File: config.mk
export PLATFORM = sky130hd
export DESIGN_NAME = mem_port_arbiter
export DESIGN_NICKNAME = d
export VERILOG_FILES = /design/src/rtl/mix_mem_pkg.sv /design/src/rtl/mem_port_arbiter_rr_pick.sv /design/src/rtl/mem_port_arbiter.sv
export SDC_FILE = /design/constraint.sdc
export NUM_CORES = 1
export LEC_CHECK = 0
export ABC_AREA = 1
export CORE_ASPECT_RATIO = 1.75
export CORE_MARGIN = 1
export CORE_UTILIZATION = 30
export DETAILED_ROUTE_END_ITERATION = 10
export HOLD_SLACK_MARGIN = 0.15
export PLACE_DENSITY = 0.76
export SYNTH_ARGS = -nofsm -noshare
export SYNTH_HDL_FRONTEND = slang
export SYNTH_SLANG_ARGS = --single-unit
File: constraint.sdc
create_clock -name clk -period 5.4 [get_ports clk]
set_input_delay 1.08 -clock clk [delete_from_list [all_inputs] [get_ports clk]]
set_output_delay 1.08 -clock clk [all_outputs]
set_load 0.01 [all_outputs]
File: src/rtl/mix_mem_pkg.sv
`default_nettype none
// ============================================================================
//  Package     : mix_mem_pkg
//  Description : Shared sizes and client indices for the core memory port.
//  Revision    : 1.0 - initial release
// ============================================================================
package mix_mem_pkg;

  localparam int ADDR_W   = 12;
  localparam int DATA_W   = 31;
  localparam int NCLI     = 3;

  localparam int CLI_IN   = 0;
  localparam int CLI_OUT  = 1;
  localparam int CLI_SRAM = 2;

  // Wait counters must hold STARVE values up to 255.
  localparam int CNT_W    = 8;

  // Width of an index into n entries; never less than one bit.
  function automatic int ptr_w(input int n);
    return (n > 1) ? $clog2(n) : 1;
  endfunction

endpackage
`default_nettype wire

File: src/rtl/mem_port_arbiter_rr_pick.sv
`default_nettype none
// ============================================================================
//  Module      : rr_pick
//  Description : Combinational first-requester search starting at a given
//                index and wrapping from N-1 back to 0.
//  Revision    : 1.0 - initial release
// ============================================================================
module rr_pick
  import mix_mem_pkg::*;
#(
  parameter int N  = NCLI,
  parameter int PW = 2
) (
  input  logic [N-1:0]  req,
  input  logic [PW-1:0] start,
  output logic [PW-1:0] idx,
  output logic          any
);

  // Walk the request vector from start upward and keep the first hit.
  always_comb begin
    int j;
    idx = '0;
    any = 1'b0;
    j   = 0;
    for (int k = 0; k < N; k++) begin
      j = (int'(start) + k) % N;
      if (!any && req[j]) begin
        idx = PW'(j);
        any = 1'b1;
      end
    end
  end

endmodule
`default_nettype wire

File: src/rtl/mem_port_arbiter.sv
`default_nettype none
// ============================================================================
//  Module      : mem_port_arbiter
//  Description : Shares the single core memory port between the CPU (fixed
//                priority) and the I/O clients (round-robin in idle CPU
//                cycles), with a starvation counter that can steal one cycle
//                from the CPU.
//  Revision    : 1.0 - initial release
// ============================================================================
module mem_port_arbiter
  import mix_mem_pkg::*;
#(
  parameter int ADDR_W = mix_mem_pkg::ADDR_W,
  parameter int DATA_W = mix_mem_pkg::DATA_W,
  parameter int NCLI   = mix_mem_pkg::NCLI,
  parameter int STARVE = 15
) (
  input  logic                     clk,
  input  logic                     reset,
  input  logic                     cpu_req,
  input  logic                     cpu_we,
  input  logic [ADDR_W-1:0]        cpu_addr,
  input  logic [DATA_W-1:0]        cpu_wdata,
  output logic                     cpu_stall,
  output logic                     cpu_rvalid,
  input  logic [NCLI-1:0]          io_req,
  input  logic [NCLI-1:0]          io_we,
  input  logic [NCLI*ADDR_W-1:0]   io_addr,
  input  logic [NCLI*DATA_W-1:0]   io_wdata,
  output logic [NCLI-1:0]          io_gnt,
  output logic [NCLI-1:0]          io_rvalid,
  output logic [ADDR_W-1:0]        mem_addr,
  output logic                     mem_we,
  output logic [DATA_W-1:0]        mem_wdata,
  input  logic [DATA_W-1:0]        mem_rdata
);

  localparam int c_PTR_W = ptr_w(NCLI);

  logic [c_PTR_W-1:0]            r_rr_ptr;
  logic [NCLI-1:0][CNT_W-1:0]    r_cnt;
  logic                          r_urgent_blk;
  logic                          r_tag_cpu;
  logic [NCLI-1:0]               r_tag_io;

  logic [NCLI-1:0]               w_sat;
  logic [NCLI-1:0]               w_urg_req;
  logic [c_PTR_W-1:0]            w_urg_idx;
  logic                          w_urg_any;
  logic [c_PTR_W-1:0]            w_rr_idx;
  logic                          w_rr_any;
  logic                          w_cpu_win;
  logic                          w_cli_win;
  logic                          w_urgent;
  logic [c_PTR_W-1:0]            w_cli_idx;
  logic [NCLI-1:0]               w_gnt;

  // Read data goes straight from memory to the clients; only ownership
  // (rvalid) is produced here.
  logic                          w_unused;
  assign w_unused = ^mem_rdata;

  // A client is urgent once its wait counter has saturated, unless an urgent
  // grant happened last cycle (that cycle belongs to the CPU).
  always_comb begin
    for (int i = 0; i < NCLI; i++) begin
      w_sat[i] = (r_cnt[i] == CNT_W'(STARVE));
    end
    w_urg_req = io_req & w_sat & {NCLI{~r_urgent_blk}};
  end

  rr_pick #(.N(NCLI), .PW(c_PTR_W)) u_urg_pick (
    .req   (w_urg_req),
    .start ('0),
    .idx   (w_urg_idx),
    .any   (w_urg_any)
  );

  rr_pick #(.N(NCLI), .PW(c_PTR_W)) u_rr_pick (
    .req   (io_req),
    .start (r_rr_ptr),
    .idx   (w_rr_idx),
    .any   (w_rr_any)
  );

  // Winner selection: urgent client, then CPU, then round-robin client.
  // Everything is held off while reset is low.
  always_comb begin
    w_cpu_win = 1'b0;
    w_cli_win = 1'b0;
    w_urgent  = 1'b0;
    w_cli_idx = '0;
    cpu_stall = 1'b0;
    if (reset) begin
      if (w_urg_any) begin
        w_cli_win = 1'b1;
        w_urgent  = 1'b1;
        w_cli_idx = w_urg_idx;
        cpu_stall = cpu_req;
      end else if (cpu_req) begin
        w_cpu_win = 1'b1;
      end else if (w_rr_any) begin
        w_cli_win = 1'b1;
        w_cli_idx = w_rr_idx;
      end
    end
    w_gnt = w_cli_win ? (NCLI'(1) << w_cli_idx) : '0;
  end

  assign io_gnt = w_gnt;

  // Memory port mux; an idle cycle presents the CPU address with no write.
  always_comb begin
    mem_addr  = cpu_addr;
    mem_wdata = cpu_wdata;
    mem_we    = 1'b0;
    if (w_cpu_win) begin
      mem_we    = cpu_we;
    end else if (w_cli_win) begin
      mem_addr  = io_addr[w_cli_idx*ADDR_W +: ADDR_W];
      mem_wdata = io_wdata[w_cli_idx*DATA_W +: DATA_W];
      mem_we    = io_we[w_cli_idx];
    end
  end

  // Pointer, wait counters, urgent block and read-ownership tags.
  always_ff @(posedge clk) begin
    if (!reset) begin
      r_rr_ptr     <= '0;
      r_cnt        <= '0;
      r_urgent_blk <= 1'b0;
      r_tag_cpu    <= 1'b0;
      r_tag_io     <= '0;
    end else begin
      if (w_cli_win) begin
        r_rr_ptr <= (w_cli_idx == c_PTR_W'(NCLI-1)) ? '0 : w_cli_idx + 1'b1;
      end
      for (int i = 0; i < NCLI; i++) begin
        if (!io_req[i] || w_gnt[i]) begin
          r_cnt[i] <= '0;
        end else if (r_cnt[i] != CNT_W'(STARVE)) begin
          r_cnt[i] <= r_cnt[i] + 1'b1;
        end
      end
      r_urgent_blk <= w_urgent;
      r_tag_cpu    <= w_cpu_win & ~cpu_we;
      r_tag_io     <= w_gnt & ~io_we;
    end
  end

  assign cpu_rvalid = r_tag_cpu & reset;
  assign io_rvalid  = r_tag_io & {NCLI{reset}};

endmodule
`default_nettype wire

---- Yosys cells after proc, flatten, opt, wreduce, memory -nomap -nowiden ----
Cells that the tools add are included.
word-level totals
  register bits after elaboration ......... 31
  output and inout bits ................... 52
cells by class
  add/sub/neg operators ................... 6
  multipliers ............................. 2
  divide/modulo/power cells ............... 3
  magnitude comparators ................... 4
  equal/unequal tests ..................... 7
  shift operators ......................... 3
  multiplexer cells ....................... 44
  bitwise gates (word level) .............. 10
  reduce and logical (&&, ||, !) cells .... 17
operators by type and width
  kind                                                                           number
  32-bit by 4-bit less-than comparator with 1-bit output, second input constant  3
  93-bit by 8-bit variable part select with 31-bit output                        1
  32-bit by 3-bit remainder unit with 32-bit output, second input constant       2
  31-bit 2-to-1 mux                                                              2
  36-bit by 7-bit variable part select with 12-bit output                        1
  3-bit by 3-bit remainder unit with 32-bit output, second input constant        1
  1-bit 2-to-1 mux                                                               26
  8-bit by 1-bit adder with 8-bit output, second input constant                  3
  8-bit by 4-bit == test with 1-bit output, second input constant                3
  12-bit 2-to-1 mux                                                              2
  8-bit by 4-bit inequality test with 1-bit output, second input constant        3
  2-bit 2-to-1 mux                                                               9
  3-bit bitwise AND                                                              4
  1-bit binary-select mux with 2-bit select                                      4
  1-bit logical NOT                                                              7
  2-bit by 5-bit multiplier with 7-bit output, second input constant             1
  2-bit OR reduction                                                             3
  1-bit logical AND                                                              4
  2-bit by 2-bit multiplier with 4-bit output, second input constant             1
  2-bit by 1-bit adder with 3-bit output, second input constant                  1
  2-bit by 2-bit adder with 3-bit output, second input constant                  1
  1-bit logical OR                                                               3
  2-bit by 3-bit less-than comparator with 1-bit output, second input constant   1
  3-bit 2-to-1 mux                                                               1
  6 further kinds                                                                9

---- Depth between registers and ports, before layout ----
  depth after elaboration ................. 19
  depth in mapped cells ................... 16
  mapped depth without buffers ............ 14

---- Hierarchy ----
From an unflattened synthesis, not the netlist that was laid out.
unflattened totals
  cells, all modules ...................... 631
  area total of the unflattened synthesis .. 3424.5 sq um
modules (own cells, without submodules)
  module            instances  cells each  area an instance (sq um)
  mem_port_arbiter  1          529         2944.1
  rr_pick           2          51          240.2

---- Least setup slack after synthesis ----
No wires, ideal clock.
  path type ............................... input -> output
  from .................................... input io_req[1]
  to ...................................... output mem_addr[0]
  arrival ................................. 2188 ps
  data required time ...................... 4320 ps
  slack ................................... 2132 ps
  stages on the path ...................... 10
  buffers on the path ..................... 2
  cell sequence ........................... nand2_1 nand2_1 a21oi_2 nand2_1 o21ai_0 nand2_2 buf_4 buf_2 nand4_1 nand3_1
on the way
  word-level cells in the longest chain between the ends .. 18
  elaborated cells on any way between the ends .. 42
ends and longest elaborated chain
  what                                                     line                            RTL
  from (decl)                                              mem_port_arbiter.sv:26          input logic [NCLI-1:0] io_req,
  1-bit binary-select mux with 2-bit select                mem_port_arbiter_rr_pick.sv:28  if (!any && req[j]) begin
  1-bit 2-to-1 mux (implied by the code) (2 in a row)      mem_port_arbiter_rr_pick.sv:28
  1-bit 2-to-1 mux                                         mem_port_arbiter_rr_pick.sv:28
  1-bit logical NOT                                        mem_port_arbiter_rr_pick.sv:28
  1-bit logical AND                                        mem_port_arbiter_rr_pick.sv:28
  1-bit 2-to-1 mux                                         mem_port_arbiter_rr_pick.sv:28
  1-bit logical NOT                                        mem_port_arbiter_rr_pick.sv:28
  1-bit logical AND                                        mem_port_arbiter_rr_pick.sv:28
  2-bit 2-to-1 mux or 1-bit 2-to-1 mux (tied branches)     mem_port_arbiter_rr_pick.sv:28
  2-bit 2-to-1 mux                                         mem_port_arbiter.sv:102         end else if (w_rr_any) begin
  2-bit 2-to-1 mux                                         mem_port_arbiter.sv:100         end else if (cpu_req) begin
  2-bit 2-to-1 mux                                         mem_port_arbiter.sv:95          if (w_urg_any) begin
  2-bit 2-to-1 mux                                         mem_port_arbiter.sv:94          if (reset) begin
  2-bit by 2-bit multiplier with 4-bit output              mem_port_arbiter.sv:120         mem_addr = io_addr[w_cli_idx*ADDR_W +: ADDR_W];
  36-bit by 7-bit variable part select with 12-bit output  mem_port_arbiter.sv:120
  12-bit 2-to-1 mux                                        mem_port_arbiter.sv:119         end else if (w_cli_win) begin
  12-bit 2-to-1 mux *                                      mem_port_arbiter.sv:117         if (w_cpu_win) begin
  to (decl)                                                mem_port_arbiter.sv:32          output logic [ADDR_W-1:0] mem_addr,
Mark *: on every way between the ends. The rest lies on a longest branch, timed or not. The select of a mux whose other input is x is not followed.

---- Final worst setup path ----
  from .................................... input io_req[1]
  to ...................................... output mem_wdata[6]
on the way
  word-level cells in the longest chain between the ends .. 18
  elaborated cells on any way between the ends .. 42
ends and longest elaborated chain
  what                                                     line                            RTL
  1-bit binary-select mux with 2-bit select                mem_port_arbiter_rr_pick.sv:28
  1-bit 2-to-1 mux (implied by the code) (2 in a row)      mem_port_arbiter_rr_pick.sv:28
  1-bit 2-to-1 mux                                         mem_port_arbiter_rr_pick.sv:28
  1-bit logical NOT                                        mem_port_arbiter_rr_pick.sv:28
  1-bit logical AND                                        mem_port_arbiter_rr_pick.sv:28
  1-bit 2-to-1 mux                                         mem_port_arbiter_rr_pick.sv:28
  1-bit logical NOT                                        mem_port_arbiter_rr_pick.sv:28
  1-bit logical AND                                        mem_port_arbiter_rr_pick.sv:28
  2-bit 2-to-1 mux or 1-bit 2-to-1 mux (tied branches)     mem_port_arbiter_rr_pick.sv:28
  2-bit 2-to-1 mux                                         mem_port_arbiter.sv:102
  2-bit 2-to-1 mux                                         mem_port_arbiter.sv:100
  2-bit 2-to-1 mux                                         mem_port_arbiter.sv:95
  2-bit 2-to-1 mux                                         mem_port_arbiter.sv:94
  2-bit by 5-bit multiplier with 7-bit output              mem_port_arbiter.sv:121         mem_wdata = io_wdata[w_cli_idx*DATA_W +: DATA_W];
  93-bit by 8-bit variable part select with 31-bit output  mem_port_arbiter.sv:121
  31-bit 2-to-1 mux                                        mem_port_arbiter.sv:119
  31-bit 2-to-1 mux *                                      mem_port_arbiter.sv:117
  to (decl)                                                mem_port_arbiter.sv:34          output logic [DATA_W-1:0] mem_wdata,
Marked as above.

==> results_dict.tcl <==
set metrics [dict create \
    outcome "finished clean" \
    buffer_ports.inserted 233 \
    grt_setup_unrepaired "no" \
    detailroute.via_count 4590 \
    synth_fp_nets 769 \
    finalCriticalPeriod_ns 4.925 \
    yosys_warnings 0 \
    final_common_cell "clkdlybuf4s50_1" \
    route.detailed.drc 0 \
    placement.cell_area_sq_mm 0.005592 \
    syn_inst 551 \
    cts_inserted_buffers 5 \
    max_clock_freq_ghz 0.2030 \
    post_synth_num_cell_types 32 \
    fillers 1030 \
    synthTopCellsByArea "dfxtp_1 (19%), nand2_1 (15%), nand3_1 (12%)" \
    post-synth-top-area-cell "dfxtp_1" \
    via_count_of_the_first_global_routing_pass 4666 \
    clock-root-buffer "clkbuf_16" \
    top_level_ports 265 \
    worst_clock_skew_ns 0.002629 \
    postCtsSetupBuffers 0 \
    cts_num_sinks 31 \
    num_antenna_cells 0 \
    route.detailed.wl_per_inst_um 14.70 \
    syn_to_final_growth_pct 79.73 \
    place_hpwl_um 10390 \
    dr.first_iter.drc_count 280 \
    worst-path-max-fanout 23 \
    start_util_pct 31.05 \
    rows 49 \
    worstSetupEndpointType "output port" \
    max_slew.worst_pin.slew_ns 0.5009 \
    antenna_violations_before_repair 0 \
    synth_top_cell_area_share_pct 19.41 \
    first_pass_detailed_route_iteration_total 6 \
    tritoncts "yes" \
    clkLatencyLatePin_ns 0.27 \
    max_capacitance_violation_count 0 \
    cp.arrival_ns 3.84 \
    cts.htree.levels 2 \
    cts_repair_resize_count 0 \
    slew_headroom_pct 66.56 \
    seq_area_frac_synth_pct 19.41 \
    design.final.nets 989 \
    power.ir.vdd_worst_mv 0.2099 \
    drive_above_1_share_pct 5.959 \
    synth.cell_area_sq_mm 0.003198 \
    ffs_latches_synth 31 \
    die_area_sq_mm 0.01109 \
    largest_net_degree_at_the_start_of_global_routing 47 \
    worst_path_class_setup "primary input to output port" \
    final_cell_count_no_fill 899 \
    storage_cell_area_sq_um 620.6 \
    final_antenna_net_count 0 \
    dp.cells 891 \
    finalSetupTns_ns 0 \
    finalMaxSlewViolations 0 \
    p_leak_nw 2.488 \
    place.gp.congestion 0.9160 \
    globalRouteTotalUtil_pct 23.84 \
    setup_viol_count_final 0 \
    postSynthAreaPerCell_sq_um 5.804 \
    cts.path.max_buffers 2 \
    final_cell_area_sq_mm 0.005748 \
    classification_of_the_worst_slack_hold_path "flop to flop" \
    clkSlewWorstSetupHoldPaths_ns 0.05 \
    mostFrequentLayoutCells "clkdlybuf4s50_1 (233), nand2_1 (129), nand3_1 (79), inv_1 (73), nor2_1 (66)" \
    floorplan_die_height_um 138.6 \
    hold_viol_final 0 \
    multi_input_area_sq_mm 0.002072 \
    fp.coreArea_sq_mm 0.01030 \
    power_density_of_the_placed_cells_mw_per_mm2 170.0 \
    data_required_time_of_the_critical_path_ns 4.32 \
    critPathLaunchType "primary input" \
    min_period_over_period_pct 91.20 \
    die-width_um 80.05 \
    drt-total-wl_um 13220 \
    cts_hold_buffers 0 \
    grt_first_pass_wirelength_um 21050 \
    vias_per_cell 5.106 \
    global_route.overflow_total 0 \
]
[state kept, by name, indices dropped and copies added (netlist names)]
name,flops
r_tag_cpu,1
r_urgent_blk,1
r_rr_ptr,2
r_cnt,24
r_tag_io,3
[power by group]
part	total (mW)	switching, mW	internal [mW]	leakage, nW
logic	0.448	0.194	0.254	2.16
clock network	0.292	0.0962	0.196	0.0772
registers	0.237	0.00344	0.234	0.251
[logic make-up (layout without fill, tap and decap cells)]
kind of cell | Yosys count | in the layout | share of synthesized area, %
buffers and inverters | 111 | 332 | 16.04
flip-flops | 31 | 31 | 19.41
adder cells (fa/ha/maj) | 5 | 5 | 1.956
multiplexers | 1 | 1 | 0.3130
AND/OR/NAND/NOR | 347 | 347 | 51.21
AO/OA/AOI/OAI | 41 | 41 | 6.964
XOR/XNOR | 15 | 15 | 4.108
[area by class of cell]
class	count	area share, %
flip-flops and latches	31	10.80
inverters	80	5.224
well taps	127	2.764
repair buffers	244	42.45
clock buffers	8	2.721
multi-input cells	409	36.05
[critical path, cell delays in order]
cell and delay [ns]:
clkdlybuf4s50_1 0.58, nand2_1 0.15, nand2_1 0.09, a21oi_2 0.20
nand3_1 0.09, nand2_1 0.07, nand3_1 0.08, nand2_2 0.08
nand2_2 0.16, inv_2 0.43, nand2_1 0.13, nand3_1 0.11
clkdlybuf4s50_1 0.56
[metal layers]
| metal | track usage, % | up-vias | part of all wire (%) |
|---|---|---|---|
| met5 | 0 | - | 0 |
| met4 | 12.22 | 0 | 4.7 |
| met3 | 3.618 | 48 | 5.8 |
| met2 | 45.75 | 222 | 54 |
| met1 | 23.60 | 2089 | 35 |
| li1 | - | 2231 | - |
[worst paths after layout]
check                                start  slack, ns  cells past startpoint                    end
setup / recovery                 io_req[1]       0.48                     13           mem_wdata[6]
hold / removal       r_cnt[8]$_SDFFE_PP0P_       0.50                      2  r_cnt[8]$_SDFFE_PP0P_
hold reg to reg      r_cnt[8]$_SDFFE_PP0P_       0.50                      2  r_cnt[8]$_SDFFE_PP0P_
setup reg to reg  r_rr_ptr[0]$_SDFFE_PN0N_       2.95                     13  r_cnt[6]$_SDFFE_PP0P_
[cells in the mapped netlist, drive strengths merged]
master,instances
a21boi,1
inv,79
dfxtp,31
or2,1
a211oi,1
a21oi,33
a31oi,1
nor3,7
nand3b,1
xnor2,5
o21ai,5
ha,5
nand2,134
xor2,10
clkbuf,2
buf,29
nor2,70
nand3,86
clkinv,1
mux2i,1
nand4,48
[stage by stage]
| step | hold WS, ns | setup slack, ns | power (mW) | utilization, % |
|---|---|---|---|---|
| floorplan | 0.4610 | 2.132 | 0.4236 | - |
| CTS | 0.5026 | 0.5296 | 0.9785 | 55.81 |
| finish | 0.5034 | 0.4750 | 0.9772 | 55.81 |
| global placement | 0.4735 | 0.6229 | 0.6793 | 54.29 |
| global route | 0.5187 | 0.3292 | 1.024 | 55.81 |
| detailed placement | 0.4952 | 0.5380 | 0.6866 | 54.29 |
Power figures use the tool's default switching activity.
==> variant: new RTL, same flow settings <==
`r_tag_io` no longer has a reset.
--- a/src/rtl/mem_port_arbiter.sv
+++ b/src/rtl/mem_port_arbiter.sv
@@ -130,7 +130,6 @@
       r_cnt        <= '0;
       r_urgent_blk <= 1'b0;
       r_tag_cpu    <= 1'b0;
-      r_tag_io     <= '0;
     end else begin
       if (w_cli_win) begin
         r_rr_ptr <= (w_cli_idx == c_PTR_W'(NCLI-1)) ? '0 : w_cli_idx + 1'b1;
@@ -144,8 +143,11 @@
       end
       r_urgent_blk <= w_urgent;
       r_tag_cpu    <= w_cpu_win & ~cpu_we;
-      r_tag_io     <= w_gnt & ~io_we;
     end
+  end
+
+  always_ff @(posedge clk) begin
+    r_tag_io <= w_gnt & ~io_we;
   end
 
   assign cpu_rvalid = r_tag_cpu & reset;
Function: kept (Yosys induction, for registers that start in step).
==> variant against the unedited design <==
Synthesized area rose by 0.31%; first-iteration DRC count rose by 25%; via count about the same; sequential cell count unchanged; final cell count grew 1.1%; routed wire length is 0.42% higher; worst setup slack got worse by 0.025 ns; clock power up 13%; largest cell class unchanged; largest power group unchanged; synthesized cell count rose by 1.5%; cell area up 0.70%; power increased by 3.8%; sequential power is essentially flat.
==> variant: results <==
[outcome]
status = complete, no violations

[synth]
synthTopCellsByArea = dfxtp_1, nand2_1, nand3_1, inv_1, nand4_1
yosysSeqAreaShare = 0.193
yosysWarnings = 0
syn_nets = 777
synthFlopType = dfxtp_1
synthArstFlopShare = 0
netlist_instances = 559
post_synth_num_cell_types = 31
synthTopCellsByCount = nand2_1, nand3_1, inv_1

[power_and_ir_drop]
max-vdd-ir-drop_mv = 0.213
p_leak_nw = 2.52

[worst_setup_path]
timing.critical_path.max_delay_family = buffers and inverters
slowest_delay_ns = 0.67
cp.arrival_ns = 3.87
path_max_fanout = 17

[detailed_routing]
routedWlPerCell_um = 14.6
dr.pass1.iters = 5
drt_iter0_drc = 351
route.detailed.vias_per_inst = 5.05

[final_layout]
fin_nets = 999
fillers = 994
drive_above_1_share = 0.0614
final_cells = 909
largestRegisters = r_cnt (24), r_tag_io (3), r_rr_ptr (2)
diodes = 0

[grt]
grt_max_degree = 40
antenna_found_initial = 0
grt_pass1_vias = 4541
grt_pass1_wl_um = 20700
grt_use_total = 0.236

[timing]
slew-limit-headroom = 0.720
skew_ns = 0.00109

[placed_design]
io_buffers = 233
dpl.hpwl_um = 10600
placed_area_um2 = 5610
place_congestion = 0.891
place_inst = 901

[worst_hold_path]
hold_path.class = reg2reg

[clocking]
cts-root-buf = clkbuf_16
h-tree-depth = 2
cts_setup_buffers = 0
worstSkewPairLatency_ns = 0.28
-- variant: power breakdown --
group / internal (mW) / switching [mW] / leakage [nW] / total [mW]
Combinational: 0.254 / 0.195 / 2.18 / 0.448
Clock: 0.229 / 0.0997 / 0.0868 / 0.329
Sequential: 0.234 / 0.00344 / 0.251 / 0.237
-- variant: logic make-up after synthesis --
kind of cell | synth area share
compound gates | 0.0644
xor+xnor | 0.0355
fa+ha+maj | 0.0195
buf+inv | 0.161
flops | 0.193
mux | 0.00312
simple gates | 0.523
-- variant: per-stage QoR --
step / util / setup slack (ns) / hold slack (ns)
floorplan: - / 2.06 / 0.462
global placement: 0.542 / 0.594 / 0.473
detailed placement: 0.542 / 0.528 / 0.487
CTS: 0.559 / 0.461 / 0.495
global route: 0.559 / 0.242 / 0.520
finish: 0.559 / 0.450 / 0.496
-- variant: worst paths after layout --
check / endpoint / cells after the start / slack (ns) / startpoint
max: mem_wdata[1] / 13 / 0.45 / io_req[1]
min: r_rr_ptr[0] / 2 / 0.50 / r_rr_ptr[0]
max reg2reg: r_cnt[7] / 14 / 2.86 / r_rr_ptr[0]
min reg2reg: r_rr_ptr[0] / 2 / 0.50 / r_rr_ptr[0]
-- variant: routing by layer --
metal  routed length [um]  global-route usage  vias up  share of wire
met5                    0                   0        -              0
met2                 7170               0.437      175           0.54
li1                     -                   -     2249              -
met3                  690              0.0408       47          0.052
met1                 4770               0.247     2123           0.36
met4                  644               0.116        0          0.049
-- variant: area by class of cell --
cell class / count / share of cell area
timing repair buffer: 246 / 0.422
clock inverter: 2 / 0.00605
inverter: 83 / 0.0538
clock buffer: 6 / 0.0240
sequential: 31 / 0.107
tap: 127 / 0.0275
multi-input combinational: 414 / 0.359
-- variant: worst min-delay path, cell delays in order (launching register included) --
cell,delay (ns)
dfxtp_1,0.32
nand2_1,0.07
a21oi_1,0.05
